**config.mk**
```make
export PLATFORM = sky130hd
export DESIGN_NAME = spi_frame_slave
export DESIGN_NICKNAME = d
export VERILOG_FILES = /design/src/rtl/spi_pkg.sv /design/src/rtl/spi_sync.sv /design/src/rtl/spi_frame_slave.sv
export SDC_FILE = /design/constraint.sdc
export NUM_CORES = 1
export LEC_CHECK = 0
export CORE_MARGIN = 2
export CORE_UTILIZATION = 55
export CTS_BUF_LIST = sky130_fd_sc_hd__clkbuf_16
export DETAILED_ROUTE_END_ITERATION = 10
export PLACE_DENSITY = 0.89
export SETUP_SLACK_MARGIN = 0.5
export SLEW_MARGIN = 30
export SYNTH_ARGS = -nofsm -noshare
export SYNTH_HDL_FRONTEND = slang
export SYNTH_SLANG_ARGS = --single-unit
```
**constraint.sdc**
```tcl
create_clock -name clk -period 2.4 [get_ports clk]
set_input_delay 0.72 -clock clk [delete_from_list [all_inputs] [get_ports clk]]
set_output_delay 0.72 -clock clk [all_outputs]
set_load 0.005 [all_outputs]
```
**src/rtl/spi_pkg.sv**
```systemverilog
// Shared definitions for the SPI frame slave: field widths and FSM states.
package spi_pkg;

    localparam int INST_WIDTH  = 1;
    localparam int ADDR_WIDTH  = 7;
    localparam int DATA_WIDTH  = 8;
    localparam int FRAME_WIDTH = 16;

    // Frame progress: waiting for select, receiving inst+addr, data phase, finished.
    typedef enum logic [1:0] {
        IDLE   = 2'd0,
        HEADER = 2'd1,
        DATA   = 2'd2,
        DONE   = 2'd3
    } state_e;

endpackage

```
**src/rtl/spi_sync.sv**
```systemverilog
// Two-flop synchronizer for one asynchronous SPI pin into the clk domain.
// RST_VAL is the pin's idle level so reset never looks like activity.
module spi_sync #(
    parameter logic RST_VAL = 1'b0
) (
    input  logic clk,
    input  logic rst_n,
    input  logic d_i,
    output logic q_o
);

    logic meta_q;
    logic sync_q;

    // Two stages give the first flop a full cycle to resolve metastability.
    // NOTE: sequential state uses non-blocking assignments so both stages
    // sample their inputs at the same edge and the pipeline really is two deep.
    always_ff @(posedge clk or negedge rst_n) begin
        if (!rst_n) begin
            meta_q <= RST_VAL;
            sync_q <= RST_VAL;
        end else begin
            meta_q <= d_i;
            sync_q <= meta_q;
        end
    end

    assign q_o = sync_q;

endmodule

```
**src/rtl/spi_frame_slave.sv**
```systemverilog
// SPI mode-0 slave that decodes 16-bit {inst, addr, data} frames into
// single-cycle register-map write/read strobes. All SPI pins are
// oversampled in the clk domain; sck must be at most clk/8.
module spi_frame_slave
    import spi_pkg::*;
#(
    parameter int INST_WIDTH = spi_pkg::INST_WIDTH,
    parameter int ADDR_WIDTH = spi_pkg::ADDR_WIDTH,
    parameter int DATA_WIDTH = spi_pkg::DATA_WIDTH
) (
    input  logic                  clk,
    input  logic                  rst_n,
    // SPI side
    input  logic                  sck_i,
    input  logic                  sdi_i,
    input  logic                  cs_ni,
    output logic                  sdo_o,
    // Register-map side
    output logic                  wr_en_o,
    output logic                  rd_en_o,
    output logic [ADDR_WIDTH-1:0] addr_o,
    output logic [DATA_WIDTH-1:0] wdata_o,
    input  logic [DATA_WIDTH-1:0] rdata_i
);

    localparam int FRAME_W = INST_WIDTH + ADDR_WIDTH + DATA_WIDTH;
    localparam int HDR_W   = INST_WIDTH + ADDR_WIDTH;
    localparam int CNT_W   = $clog2(FRAME_W + 1);

    localparam logic [CNT_W-1:0] LAST_HDR_CNT   = CNT_W'(HDR_W - 1);
    localparam logic [CNT_W-1:0] LAST_FRAME_CNT = CNT_W'(FRAME_W - 1);

    // ------------------------------------------------------------------
    // Synchronizers, reset to the idle bus levels.
    // ------------------------------------------------------------------
    logic sck_s;
    logic sdi_s;
    logic cs_n_s;

    spi_sync #(.RST_VAL(1'b0)) u_sync_sck (
        .clk  (clk),
        .rst_n(rst_n),
        .d_i  (sck_i),
        .q_o  (sck_s)
    );

    spi_sync #(.RST_VAL(1'b0)) u_sync_sdi (
        .clk  (clk),
        .rst_n(rst_n),
        .d_i  (sdi_i),
        .q_o  (sdi_s)
    );

    spi_sync #(.RST_VAL(1'b1)) u_sync_cs (
        .clk  (clk),
        .rst_n(rst_n),
        .d_i  (cs_ni),
        .q_o  (cs_n_s)
    );

    // ------------------------------------------------------------------
    // Edge detection. The synchronizers come out of reset showing the idle
    // level for two cycles even if cs_n is really low; a frame interrupted
    // by reset must not be mistaken for a new one, so cs_n falls are only
    // honoured once cs_n has been seen high after the pipeline has flushed.
    // ------------------------------------------------------------------
    logic       sck_prev_q;
    logic       cs_prev_q;
    logic [1:0] settle_q;
    logic       armed_q;

    logic sck_rise;
    logic sck_fall;
    logic cs_fall;
    logic cs_rise;

    // Previous-sample registers for edge detection and the post-reset arming flag.
    always_ff @(posedge clk or negedge rst_n) begin
        if (!rst_n) begin
            sck_prev_q <= 1'b0;
            cs_prev_q  <= 1'b1;
            settle_q   <= 2'd0;
            armed_q    <= 1'b0;
        end else begin
            sck_prev_q <= sck_s;
            cs_prev_q  <= cs_n_s;
            if (settle_q != 2'd2) begin
                settle_q <= settle_q + 2'd1;
            end
            if (settle_q == 2'd2 && cs_n_s) begin
                armed_q <= 1'b1;
            end
        end
    end

    assign sck_rise = sck_s & ~sck_prev_q;
    assign sck_fall = ~sck_s & sck_prev_q;
    assign cs_fall  = armed_q & cs_prev_q & ~cs_n_s;
    assign cs_rise  = ~cs_prev_q & cs_n_s;

    // ------------------------------------------------------------------
    // Frame FSM and datapath.
    // ------------------------------------------------------------------
    state_e                state_q, state_d;
    logic [CNT_W-1:0]      cnt_q,   cnt_d;
    logic [FRAME_W-1:0]    rx_q,    rx_d;
    logic [DATA_WIDTH-1:0] tx_q,    tx_d;
    logic                  sdo_q,   sdo_d;
    logic                  wr_en_q, wr_en_d;
    logic                  rd_en_q, rd_en_d;
    logic [ADDR_WIDTH-1:0] addr_q,  addr_d;
    logic [DATA_WIDTH-1:0] wdata_q, wdata_d;

    logic [FRAME_W-1:0]    rx_shift;
    logic                  hdr_is_read;
    logic                  frame_is_read;

    // Receive register as it will look after the current sdi sample is shifted in.
    assign rx_shift      = {rx_q[FRAME_W-2:0], sdi_s};
    assign hdr_is_read   = rx_shift[ADDR_WIDTH +: INST_WIDTH] != '0;
    assign frame_is_read = rx_shift[FRAME_W-1 -: INST_WIDTH] != '0;

    // State register and all frame-level registers.
    always_ff @(posedge clk or negedge rst_n) begin
        if (!rst_n) begin
            state_q <= IDLE;
            cnt_q   <= '0;
            rx_q    <= '0;
            tx_q    <= '0;
            sdo_q   <= 1'b0;
            wr_en_q <= 1'b0;
            rd_en_q <= 1'b0;
            addr_q  <= '0;
            wdata_q <= '0;
        end else begin
            state_q <= state_d;
            cnt_q   <= cnt_d;
            rx_q    <= rx_d;
            tx_q    <= tx_d;
            sdo_q   <= sdo_d;
            wr_en_q <= wr_en_d;
            rd_en_q <= rd_en_d;
            addr_q  <= addr_d;
            wdata_q <= wdata_d;
        end
    end

    // Next-state and datapath decode driven by synchronized cs/sck edges.
    // NOTE: every signal gets a default before the case so no path leaves
    // one unassigned, which would otherwise infer a latch.
    always_comb begin
        state_d = state_q;
        cnt_d   = cnt_q;
        rx_d    = rx_q;
        tx_d    = tx_q;
        sdo_d   = sdo_q;
        wr_en_d = 1'b0;
        rd_en_d = 1'b0;
        addr_d  = addr_q;
        wdata_d = wdata_q;

        // Register-map read data arrives the cycle after the request strobe.
        if (rd_en_q) begin
            tx_d = rdata_i;
        end

        if (cs_rise) begin
            state_d = IDLE;
            sdo_d   = 1'b0;
        end else begin
            unique case (state_q)
                IDLE: begin
                    sdo_d = 1'b0;
                    if (cs_fall) begin
                        state_d = HEADER;
                        cnt_d   = '0;
                        rx_d    = '0;
                        tx_d    = '0;
                    end
                end

                HEADER: begin
                    sdo_d = 1'b0;
                    if (sck_rise) begin
                        rx_d  = rx_shift;
                        cnt_d = cnt_q + CNT_W'(1);
                        if (cnt_q == LAST_HDR_CNT) begin
                            state_d = DATA;
                            addr_d  = rx_shift[ADDR_WIDTH-1:0];
                            if (hdr_is_read) begin
                                rd_en_d = 1'b1;
                            end else begin
                                tx_d = '0;
                            end
                        end
                    end
                end

                DATA: begin
                    if (sck_fall) begin
                        sdo_d = tx_q[DATA_WIDTH-1];
                        tx_d  = {tx_q[DATA_WIDTH-2:0], 1'b0};
                    end
                    if (sck_rise) begin
                        rx_d  = rx_shift;
                        cnt_d = cnt_q + CNT_W'(1);
                        if (cnt_q == LAST_FRAME_CNT) begin
                            state_d = DONE;
                            sdo_d   = 1'b0;
                            wdata_d = rx_shift[DATA_WIDTH-1:0];
                            if (!frame_is_read) begin
                                wr_en_d = 1'b1;
                            end
                        end
                    end
                end

                DONE: begin
                    sdo_d = 1'b0;
                end

                default: begin
                    state_d = IDLE;
                    sdo_d   = 1'b0;
                end
            endcase
        end
    end

    assign sdo_o   = sdo_q;
    assign wr_en_o = wr_en_q;
    assign rd_en_o = rd_en_q;
    assign addr_o  = addr_q;
    assign wdata_o = wdata_q;

endmodule

```
==> metrics.yaml <==
outcome: "complete, no violations"
ys_seq_area_share_pct: 56.8
drive_gt1_share_pct: 25.8
pwr_density_cell_nw_per_um2: 1010
min_period_ps: 1900
wl_per_cell_um: 19.9
syn-cell-area_um2: 2610
clockBufferDepth: 2
crit_type: "reg2reg"
reg2reg_setup_slack_ps: 500
met1Wirelength_um: 2530
path_max_fanout: 17
worstRegToRegCells: 7
port_buffers: 30
intPower_mw: 2.52
crit_path_start_kind: "flop"
hp-class: "reg2reg"
wl_um: 6550
numCtsBuffers: 9
hold_start: "u_sync_sdi.meta_q"
power.leakage_nw: 1.86
grt_pass1_wl_um: 10600
place.gp.congestion: 0.843
required_ps: 2580
synth_cell_types: 36
ys_ff_latch: 59
syn_inst: 221
insertion_delay_ps: 330
drtIter0Drc: 170
final_design_area_no_fill_um2: 3510
nNetsFinal: 292
end_kind: "flop"
skew_ps: 3.96
htree_levels: 3
cts_root_buffer: "clkbuf_16"
grt_pass1_vias: 2090
async_flop_share_pct: 100
wl_met3_um: 454
overflow: 0
dieArea_um2: 5300
fin_crit_sh_pct: 79.2
design.core.area_um2: 4630
synth_nets: 243
synth_top_flop_cell: "dfrtp_1"
wl_met2_um: 3290
num_rows: 25
layout_setup_ws_ps: 500
cts.sinks: 59
hold-path-cell-count: 0
rsz0062_at_grt: "false"
dp_worst_setup_slack_ps: 295
track_usage_pct: 26.9
initial_core_util_pct: 56.3
first_pass_iters: 4
yosysWarnings: 0
die_w_um: 72.8
slew_headroom_pct: 74.4
cts_hold_buf: 0
hold_viol: 0
p_comb_share_pct: 23.4
cts.clk_slew.worst_paths_ps: 50
hold_path_end: "u_sync_sdi.q_o"
placed_cell_area_um2: 2990
syn_avg_cell_area_um2: 11.8
grt_start_max_net_pins: 60
synth_edf_count: 0
max_slew.worst_pin.slew_ps: 384
peakVddDrop_uv: 638
cts_tree: "done"
ant_nets: 0
antenna_found_initial: 0
whs_ps: 349
hpwl_um: 3290
finalSetupViolations: 0
pwr-share-seq_pct: 32.5
fmax_mhz: 526
io_pins: 31
vias: 2042
max_cap_violations: 0
die_h_um: 72.8
drcViolationCount: 0
drv_slew: 0
regToRegEndpoint: "rx_q[2]"
antenna_cells: 0
areaGrowthSynthToFinish_pct: 34.9
cp.arrival_ps: 2080
vias_per_cell: 6.21
highest_layer: "met4"
swShare_pct: 29.1
p_clk_share_pct: 44.1
switching_power_mw: 1.04
reg2reg_from: "state_q[1]"
setup-tns-final_ps: 0
fillCellCount: 264
## per-layer routing
metal  vias up  track usage, %
met4         0            15.2
met5         -               0
met3        32            8.84
met2        98            41.5
li1        893               -
met1      1019            33.4
## per-stage QoR
step | utilization [%] | cells | total power, mW
floorplan | - | 221 | 1.68
global placement | 64.5 | 300 | 1.81
detailed placement | 64.5 | 300 | 1.83
CTS | 74.4 | 325 | 3.49
global route | 75.9 | 329 | 3.69
finish | 75.9 | 329 | 3.56
## area by class of cell
class                           instances  area (um2)  area share [%]
Multi-Input combinational cell        143        1080            30.8
Tap cell                               54        67.6            1.92
Clock inverter                          7         140            3.99
Inverter                                7        26.3           0.748
Clock buffer                            9         225            6.41
Timing Repair Buffer                   50         492            14.0
Sequential cell                        59        1480            42.2
## worst max path at each step
stage	slack, ps	to	start	depth (start not counted)
final	500	rx_q[2]	state_q[1]	7
after CTS	500	wdata_o[5]	wdata_o[5]	1
after global placement	400	cnt_q[0]	state_q[0]	6
after global routing	460	rx_q[2]	state_q[1]	7
after detailed placement	290	rx_q[2]	state_q[1]	7
after floorplan	390	cnt_q[0]	state_q[0]	8
## worst max-delay path, stage by stage, from the launching register on
cell,delay (ps)
dfrtp_1,400
inv_2,80
ha_4,280
nor2_1,50
a221o_1,330
buf_4,220
o211ai_1,250
o21ai_1,140
## power by group through the flow
stage / sequential (mW) / clock, mW / combinational (mW)
6_report: 1.16 / 1.57 / 0.834
5_1_grt: 1.17 / 1.62 / 0.904
4_1_cts: 1.16 / 1.57 / 0.761
3_5_place_dp: 1.17 / 0 / 0.660
3_3_place_gp: 1.16 / 0 / 0.641
2_1_floorplan: 1.15 / 0 / 0.538
## cell families after synthesis
kind of cell	share of synthesized area, %
AO/OA/AOI/OAI	13.8
XOR/XNOR	0.336
adder cells (fa/ha/maj)	4.32
buffers and inverters	3.31
flip-flops	56.8
multiplexers	11.2
AND/OR/NAND/NOR	10.2
## layout by cell type (no fill, tap or decap), drive strengths merged, types with 5 or more instances in the layout
cell type / n
clkdlybuf4s50: 11
mux2: 22
nand2: 26
nor2: 5
o211ai: 17
a22o: 7
nand2b: 7
ha: 9
clkbuf: 9
dlymetal6s2s: 14
dfrtp: 56
o21ai: 19
inv: 7
buf: 21
## sequential cells by signal, summed over array words and instances (netlist names)
signal             count
addr_o                 7
armed_q                1
cnt_q                  5
cs_prev_q              1
rd_en_o                1
rx_q                  15
sck_prev_q             1
sdo_o                  1
settle_q               2
state_q                2
tx_q                   8
u_sync_cs.meta_q       1
u_sync_cs.q_o          1
u_sync_sck.meta_q      1
u_sync_sck.q_o         1
u_sync_sdi.meta_q      1
u_sync_sdi.q_o         1
wdata_o                8
wr_en_o                1
## cells in the mapped netlist (4+ instances only)
library cell	count	area, um2
mux2_2	21	236
inv_1	7	26.3
mux2i_1	4	40.0
nand2_1	26	97.6
a22o_1	7	61.3
nand2b_1	7	43.8
nor2_1	5	18.8
o21ai_0	17	85.1
clkbuf_1	8	30.0
o211ai_1	17	128
dfrtp_1	56	1400
ha_1	9	113
## what timing repair did
action | in CTS | in global routing
buffers inserted | 9 | 3
resized for setup | 12 | 20
cloned | 0 | 1
pin swaps | 3 | 1
setup endpoints to repair | 45 | 29
Power figures use the tool's default switching activity.
